$ cat src/rtl/lu_pkg.sv
// Shared definitions for the logic-unit command sequencer: opcodes, FSM state
// encoding and the capture bundle written back on each executed command.
package lu_pkg;

    localparam logic [2:0] OP_AND  = 3'd0;
    localparam logic [2:0] OP_OR   = 3'd1;
    localparam logic [2:0] OP_XOR  = 3'd2;
    localparam logic [2:0] OP_NOT  = 3'd3;
    localparam logic [2:0] OP_LOAD = 3'd4;
    localparam logic [2:0] OP_READ = 3'd5;

    localparam logic [1:0] IDLE = 2'd0;
    localparam logic [1:0] EXEC = 2'd1;
    localparam logic [1:0] RESP = 2'd2;

    typedef struct packed {
        logic [3:0] acc;
        logic [3:0] data;
        logic       err;
    } capture_t;

endpackage

$ cat src/rtl/logic_unit.sv
// Combinational 4-bit logic unit: {s1,s0} selects AND, OR, XOR or NOT(x).
module logic_unit (
    input  logic [3:0] x,
    input  logic [3:0] y,
    input  logic       s1,
    input  logic       s0,
    output logic [3:0] f
);

    always_comb begin
        f = 4'd0;
        case ({s1, s0})
            2'b00:   f = x & y;
            2'b01:   f = x | y;
            2'b10:   f = x ^ y;
            default: f = ~x;
        endcase
    end

endmodule

$ cat src/rtl/lu_op_sequencer.sv
// Sequences one command at a time through logic_unit against a 4-bit accumulator,
// returning each result over a valid/ready handshake.
module lu_op_sequencer
    import lu_pkg::*;
#(
    parameter logic [3:0] ACC_INIT = 4'b0000,
    parameter int         CNT_W    = 8
) (
    input  logic             clk,
    input  logic             rst,
    input  logic             cmd_valid,
    output logic             cmd_ready,
    input  logic [2:0]       cmd_op,
    input  logic [3:0]       cmd_data,
    output logic             res_valid,
    input  logic             res_ready,
    output logic [3:0]       res_data,
    output logic             res_err,
    output logic             res_zero,
    output logic [CNT_W-1:0] op_count
);

    logic [1:0] state;
    logic [2:0] op_q;
    logic [3:0] data_q;
    logic [3:0] acc;
    logic [3:0] lu_f;
    capture_t   cap;

    logic_unit u_lu (
        .x  (acc),
        .y  (data_q),
        .s1 (op_q[1]),
        .s0 (op_q[0]),
        .f  (lu_f)
    );

    assign cmd_ready = (state == IDLE);
    assign res_valid = (state == RESP);

    // Illegal opcodes report the untouched accumulator so the consumer still sees context.
    always_comb begin
        cap.acc  = acc;
        cap.data = acc;
        cap.err  = 1'b0;
        case (op_q)
            OP_AND, OP_OR, OP_XOR, OP_NOT: begin
                cap.acc  = lu_f;
                cap.data = lu_f;
            end
            OP_LOAD: begin
                cap.acc  = data_q;
                cap.data = data_q;
            end
            OP_READ: cap.data = acc;
            default: cap.err  = 1'b1;
        endcase
    end

    always_ff @(posedge clk) begin
        if (rst) begin
            state    <= IDLE;
            op_q     <= 3'd0;
            data_q   <= 4'd0;
            acc      <= ACC_INIT;
            res_data <= 4'd0;
            res_err  <= 1'b0;
            res_zero <= 1'b1;
            op_count <= '0;
        end else begin
            case (state)
                IDLE: begin
                    if (cmd_valid) begin
                        op_q    <= cmd_op;
                        data_q  <= cmd_data;
                        res_err <= 1'b0;
                        state   <= EXEC;
                    end
                end
                EXEC: begin
                    acc      <= cap.acc;
                    res_data <= cap.data;
                    res_err  <= cap.err;
                    res_zero <= (cap.data == 4'd0);
                    state    <= RESP;
                end
                RESP: begin
                    if (res_ready) begin
                        op_count <= op_count + CNT_W'(1);
                        state    <= IDLE;
                    end
                end
                default: state <= IDLE;
            endcase
        end
    end

endmodule

$ cat config.mk
export PLATFORM = sky130hd
export DESIGN_NAME = lu_op_sequencer
export DESIGN_NICKNAME = d
export VERILOG_FILES = /design/src/rtl/lu_pkg.sv /design/src/rtl/logic_unit.sv /design/src/rtl/lu_op_sequencer.sv
export SDC_FILE = /design/constraint.sdc
export NUM_CORES = 1
export LEC_CHECK = 0
export ABC_AREA = 1
export CAP_MARGIN = 40
export CORE_MARGIN = 2
export CORE_UTILIZATION = 45
export CTS_CLUSTER_SIZE = 28
export DETAILED_ROUTE_END_ITERATION = 10
export GPL_TIMING_DRIVEN = 0
export PLACE_DENSITY = 0.85
export REMOVE_ABC_BUFFERS = 1
export SKIP_CTS_REPAIR_TIMING = 1
export SLEW_MARGIN = 25
export SYNTH_ARGS = -nofsm -noshare
export SYNTH_HDL_FRONTEND = slang
export SYNTH_SLANG_ARGS = --single-unit
$ cat constraint.sdc
create_clock -name clk -period 1.14 [get_ports clk]
set_input_delay 0.171 -clock clk [delete_from_list [all_inputs] [get_ports clk]]
set_output_delay 0.171 -clock clk [all_outputs]
set_load 0.02 [all_outputs]
; ---- Yosys cells after proc, flatten, opt, wreduce, memory -nomap -nowiden
; Index checks and enable logic that the tools add are counted.
[totals]
register_bits = 23
latchBits = 0
mem_bits_rw = 0
mem_bits_ro = 0
input_bits = 11
out_inout_bits = 16
word_cells = 42
mem_count = 0
[op_classes]
addsub = 1
multipliers = 0
div_mod_pow = 0
magnitude_cmp = 0
n_eq_ne = 11
shift = 0
muxes = 8
n_bitwise = 4
n_reduce_logical = 11
[ops]
columns = op, n
row1 = $pmux W4 S3, 1
row2 = $add A8 B1 Y8 const B, 1
row3 = $pmux W4 S2, 1
row4 = $reduce_and A2 Y1, 4
row5 = $eq A3 B2 Y1 const B, 2
row6 = $eq A3 B3 Y1 const B, 2
row7 = $pmux W2 S3, 1
row8 = $reduce_or A6 Y1, 1
row9 = $and A4 B4 Y4, 1
row10 = $eq A2 B1 Y1 const B, 2
row11 = $eq A2 B2 Y1 const B, 2
row12 = $logic_not A2 Y1, 2
row13 = $logic_not A4 Y1, 1
row14 = $mux W2, 2
row15 = $not A4 Y4, 1
row16 = $or A4 B4 Y4, 1
row17 = $reduce_or A4 Y1, 1
row18 = $xor A4 B4 Y4, 1
row19 = $eq A3 B1 Y1 const B, 1
row20 = $logic_not A3 Y1, 1
row21 = $mux W1, 2
row22 = $ne A2 B1 Y1 const B, 1
row23 = $ne A2 B2 Y1 const B, 1
row24 = $pmux W1 S2, 1
row25 = $reduce_bool A2 Y1, 1

; ---- Depth between registers and ports, before layout
[logic_depth]
word_depth = 4
mapped_depth = 10
depth_no_buf = 10

; ---- Modules after synthesis
; Synthesis repeated with hierarchy kept, for this count alone.
[unflattened]
cells_unflattened = 186
hier_area_um2 = 1331.3
[by_module_without_submodules]
columns = mod, n_inst, cells_per_inst, area_per_inst_um2, seq_area_each_um2
row1 = lu_op_sequencer, 1, 145, 1041.0, 460.4
row2 = logic_unit, 1, 41, 290.3, 0.0

; ---- Least setup slack after synthesis
; OpenSTA, ideal clock, no wires.
[synth_timing]
path_type = reg-to-reg
from = reg acc[1]
to = reg acc[1]
setup_ps = 113
arrival_ps = 1299
required_time_ps = 1027
setup_slack_ps = -272
path_stages_with_launch = 9
n_path_buf = 0
period_less_slack_ps = 1412
cell_sequence = dfxtp_1 > inv_1 > ha_1 > o21ai_0 > nand3_1 > nand2_1 > nand2_1 > o21ai_1 > inv_1
[synth_between]
elab_chain_cells = 3
elab_cells_between_ends = 6
classes_between = 2 x mux / 4 x bitwise
[synth_lines]
columns = item, line
row1 = "start, declared", lu_op_sequencer.sv:26  ; logic [3:0] acc;
row2 = "start signal, assigned", lu_op_sequencer.sv:81  ; acc <= cap.acc;
row3 = "$xor A4 B4 Y4, or another cell as far along", logic_unit.sv:15  ; 2'b10: f = x ^ y;
row4 = $pmux W4 S3, logic_unit.sv:12  ; case ({s1, s0})
row5 = $pmux W4 S2 (*), lu_op_sequencer.sv:46  ; case (op_q)
; Mark *: on every way between the ends. The rest lies on a longest branch, timed or not.
; A chain may end at the register's enable or synchronous reset.

; ---- Final worst setup path
[layout_timing]
from = reg data_q[0]
to = reg res_zero
[layout_between]
elab_chain_cells = 4
elab_cells_between_ends = 6
classes_between = 2 x mux / 3 x bitwise / 1 x reduce/logical
[layout_lines]
columns = item, line
row1 = "start, declared", lu_op_sequencer.sv:25  ; logic [3:0] data_q;
row2 = "start signal, assigned", lu_op_sequencer.sv:75  ; data_q <= cmd_data;
row3 = "$xor A4 B4 Y4, or another cell as far along", logic_unit.sv:15
row4 = $pmux W4 S3, logic_unit.sv:12
row5 = $pmux W4 S2 (*), --
row6 = $logic_not A4 Y1 (*), lu_op_sequencer.sv:84  ; res_zero <= (cap.data == 4'd0);
row7 = "end signal, assigned", lu_op_sequencer.sv:84
row8 = "end, declared", lu_op_sequencer.sv:19  ; output logic res_zero,
; Marks and branches as above.

==> metrics.txt <==
status finished with violations; failing checks negative setup slack; Clk Latency, worst-skew pair 0.31 ns; final worst path period need ~1.3 ns; cell taking the most area after synthesis dfxtp_1; post-route design area 1827 um^2; Initial DRC Count 35; vias in the first global route roughly 1100; TritonRoute pass-1 iters 4; Post-DP HPWL 2140 um; remaining antenna violation count 0; Int Pwr 1182 uW; sequential power share 52.3%; TNS Setup -0.6332 ns; final worst slack -0.1639 ns; dpl cells 235; Post-synth top cells inv_1 (30), nand2_1 (30), dfxtp_1 (23), a21oi_1 (18), nand3_1 (16); Die X ~57 um; synthesized area 1264 um^2; Pins Over Slew Limit 0; Setup Skew 0.006939 ns; number of synthesized flops with an enable pin 0; clk root buf clkbuf_4; Max clock buf depth 2; Slew @ Worst Pin about 0.57 ns; Yosys warning count 0; critical path class reg2reg; DR WL/cell 12.28 um; leakage power figure 0.0008870 uW; I/O pin total 27; Crit Path Max Fanout 3; DP Area 1546 um^2; final hold viol count 0; Clk pwr share 21.8%; GPL Wtd Cong roughly 0.87; antenna fix cells 0; Mapped Avg Cell Area 6.982 um^2; vias per inst approximately 5; Worst slew margin 61.96%; DR DRC count 0; pre-CTS setup slack -0.5031 ns; Primary FF master, synth dfxtp_1; Logic pwr share 25.9%; Max Clock Freq approximately 0.77 GHz; Worst Hold Slack between 0.3 and 0.4 ns; Num CTS Buffers 3; total core area 2710 um^2; post-synthesis sequential area ratio roughly 36%; share of the synthesized area in the top cell type roughly 36%; share of cells above drive strength 1 36.36%; MaxCap Viol Count 0; type of the worst min-delay path in2reg; Cell variety after synth 26; die area 3248 um^2; CP arrival 1.57 ns; largest net degree at the start of global routing 17; Overall Global Routing Usage 18.32%; via count roughly 1300; power per cell area ~950 nW/um^2; GR Overflow Total 0; CTS tree built; final non-filler cell total 251; WL final 3082 um; PortBufs 26; synthesized instance count about 180; CTS H-tree lvls 1; die height 56.99 um; startpoint types flop; Crit. End Element flop; sw frac between 30% and 40%; clock sinks 23; Switch Pwr between 500 and 600 uW; nets 241; num rows 19; initial antenna violation count 0; clock-pin slew on the worst setup and hold paths 0.13 ns; area grow syn2layout 44.55%; initial core utilization between 40% and 50%; Synth Register Bits 23; WP data required 1.40 ns; VDD IR max 0.0007866 V; Final period util 114.4%; RSZ-0062 raised after global routing yes; final setup fails 8; top cells by area, synth dfxtp_1 (36%), ha_1 (8.9%), inv_1 (8.9%); async set-reset flop share out of synthesis 0%; global-route wire length before repair ~4700 um
-- final timing paths --
path	start	to	slack, ns	depth (start not counted)
worst max register to register	data_q[0]	res_zero	-0.16	9
worst min-delay path	rst	op_count[0]	0.34	2
worst min register to register	op_count[5]	op_count[5]	0.47	2
worst max-delay path	data_q[0]	res_zero	-0.16	9
-- flip-flops by register name (all words and copies together) (netlist names) --
name / flops
op_q: 3
acc: 4
op_count: 8
state: 2
res_err: 1
data_q: 4
res_zero: 1
-- critical path, stage by stage, from the launching register on --
cell and delay, ns:
dfxtp_2 0.36, inv_2 0.06, ha_4 0.23, o21ai_2 0.12, nand3_1 0.09, nand2_1 0.09
nand2_1 0.06, nor2_1 0.12, nand2_1 0.07, nand2_1 0.05
-- metrics by stage --
step,total power (uW),utilization [%]
2_1_floorplan,1117,-
3_3_place_gp,1247,57.06
3_5_place_dp,1267,57.06
4_1_cts,1645,58.08
5_1_grt,1847,67.41
6_report,1739,67.41
-- routing by layer --
metal	GRT usage [%]	part of all wire, %
met5	0	0
met3	4.308	4.7
met4	5.980	0.84
met2	31.53	50
met1	22.59	44
-- kinds of logic after synthesis --
group	Yosys count	synth area share [%]
and+or+nand+nor	71	26.24
AOI/OAI and AO/OA	41	16.63
buffers and inverters	36	11.09
DFF	23	36.44
adders and majority gates	9	8.911
xor gates and xnor gates	1	0.6932
-- final cells by class --
class	count	area, um^2
flip-flops and latches	23	503.0
clock inverters	1	5.005
inverters	33	131.4
fillers	236	883.3
well taps	31	38.79
multi-input cells	122	789.5
repair buffers	38	336.6
clock buffers	3	22.52
-- placed cells by master (no fill, tap or decap), types with 3 or more instances in the layout --
| cell | count |
|---|---|
| a21oi_1 | 18 |
| buf_4 | 12 |
| buf_6 | 3 |
| clkbuf_2 | 7 |
| clkbuf_4 | 3 |
| clkdlybuf4s50_1 | 9 |
| dfxtp_1 | 5 |
| dfxtp_2 | 10 |
| dfxtp_4 | 8 |
| dlymetal6s2s_1 | 7 |
| ha_1 | 4 |
| ha_4 | 5 |
| inv_1 | 20 |
| inv_2 | 10 |
| inv_4 | 3 |
| nand2_1 | 27 |
| nand2_2 | 4 |
| nand3_1 | 16 |
| nor2_1 | 7 |
| nor2_2 | 4 |
| nor2_4 | 3 |
| nor3_1 | 3 |
| o21ai_0 | 9 |
| o21ai_1 | 8 |
| o21ai_2 | 4 |
-- power groups by stage --
stage	registers [uW]	logic [uW]	clock network (uW)
6_report	909	451	379
5_1_grt	917	499	431
4_1_cts	899	350	396
3_5_place_dp	918	349	0
3_3_place_gp	916	331	0
2_1_floorplan	924	193	0
Note: power is estimated with default switching activity, not from simulation.
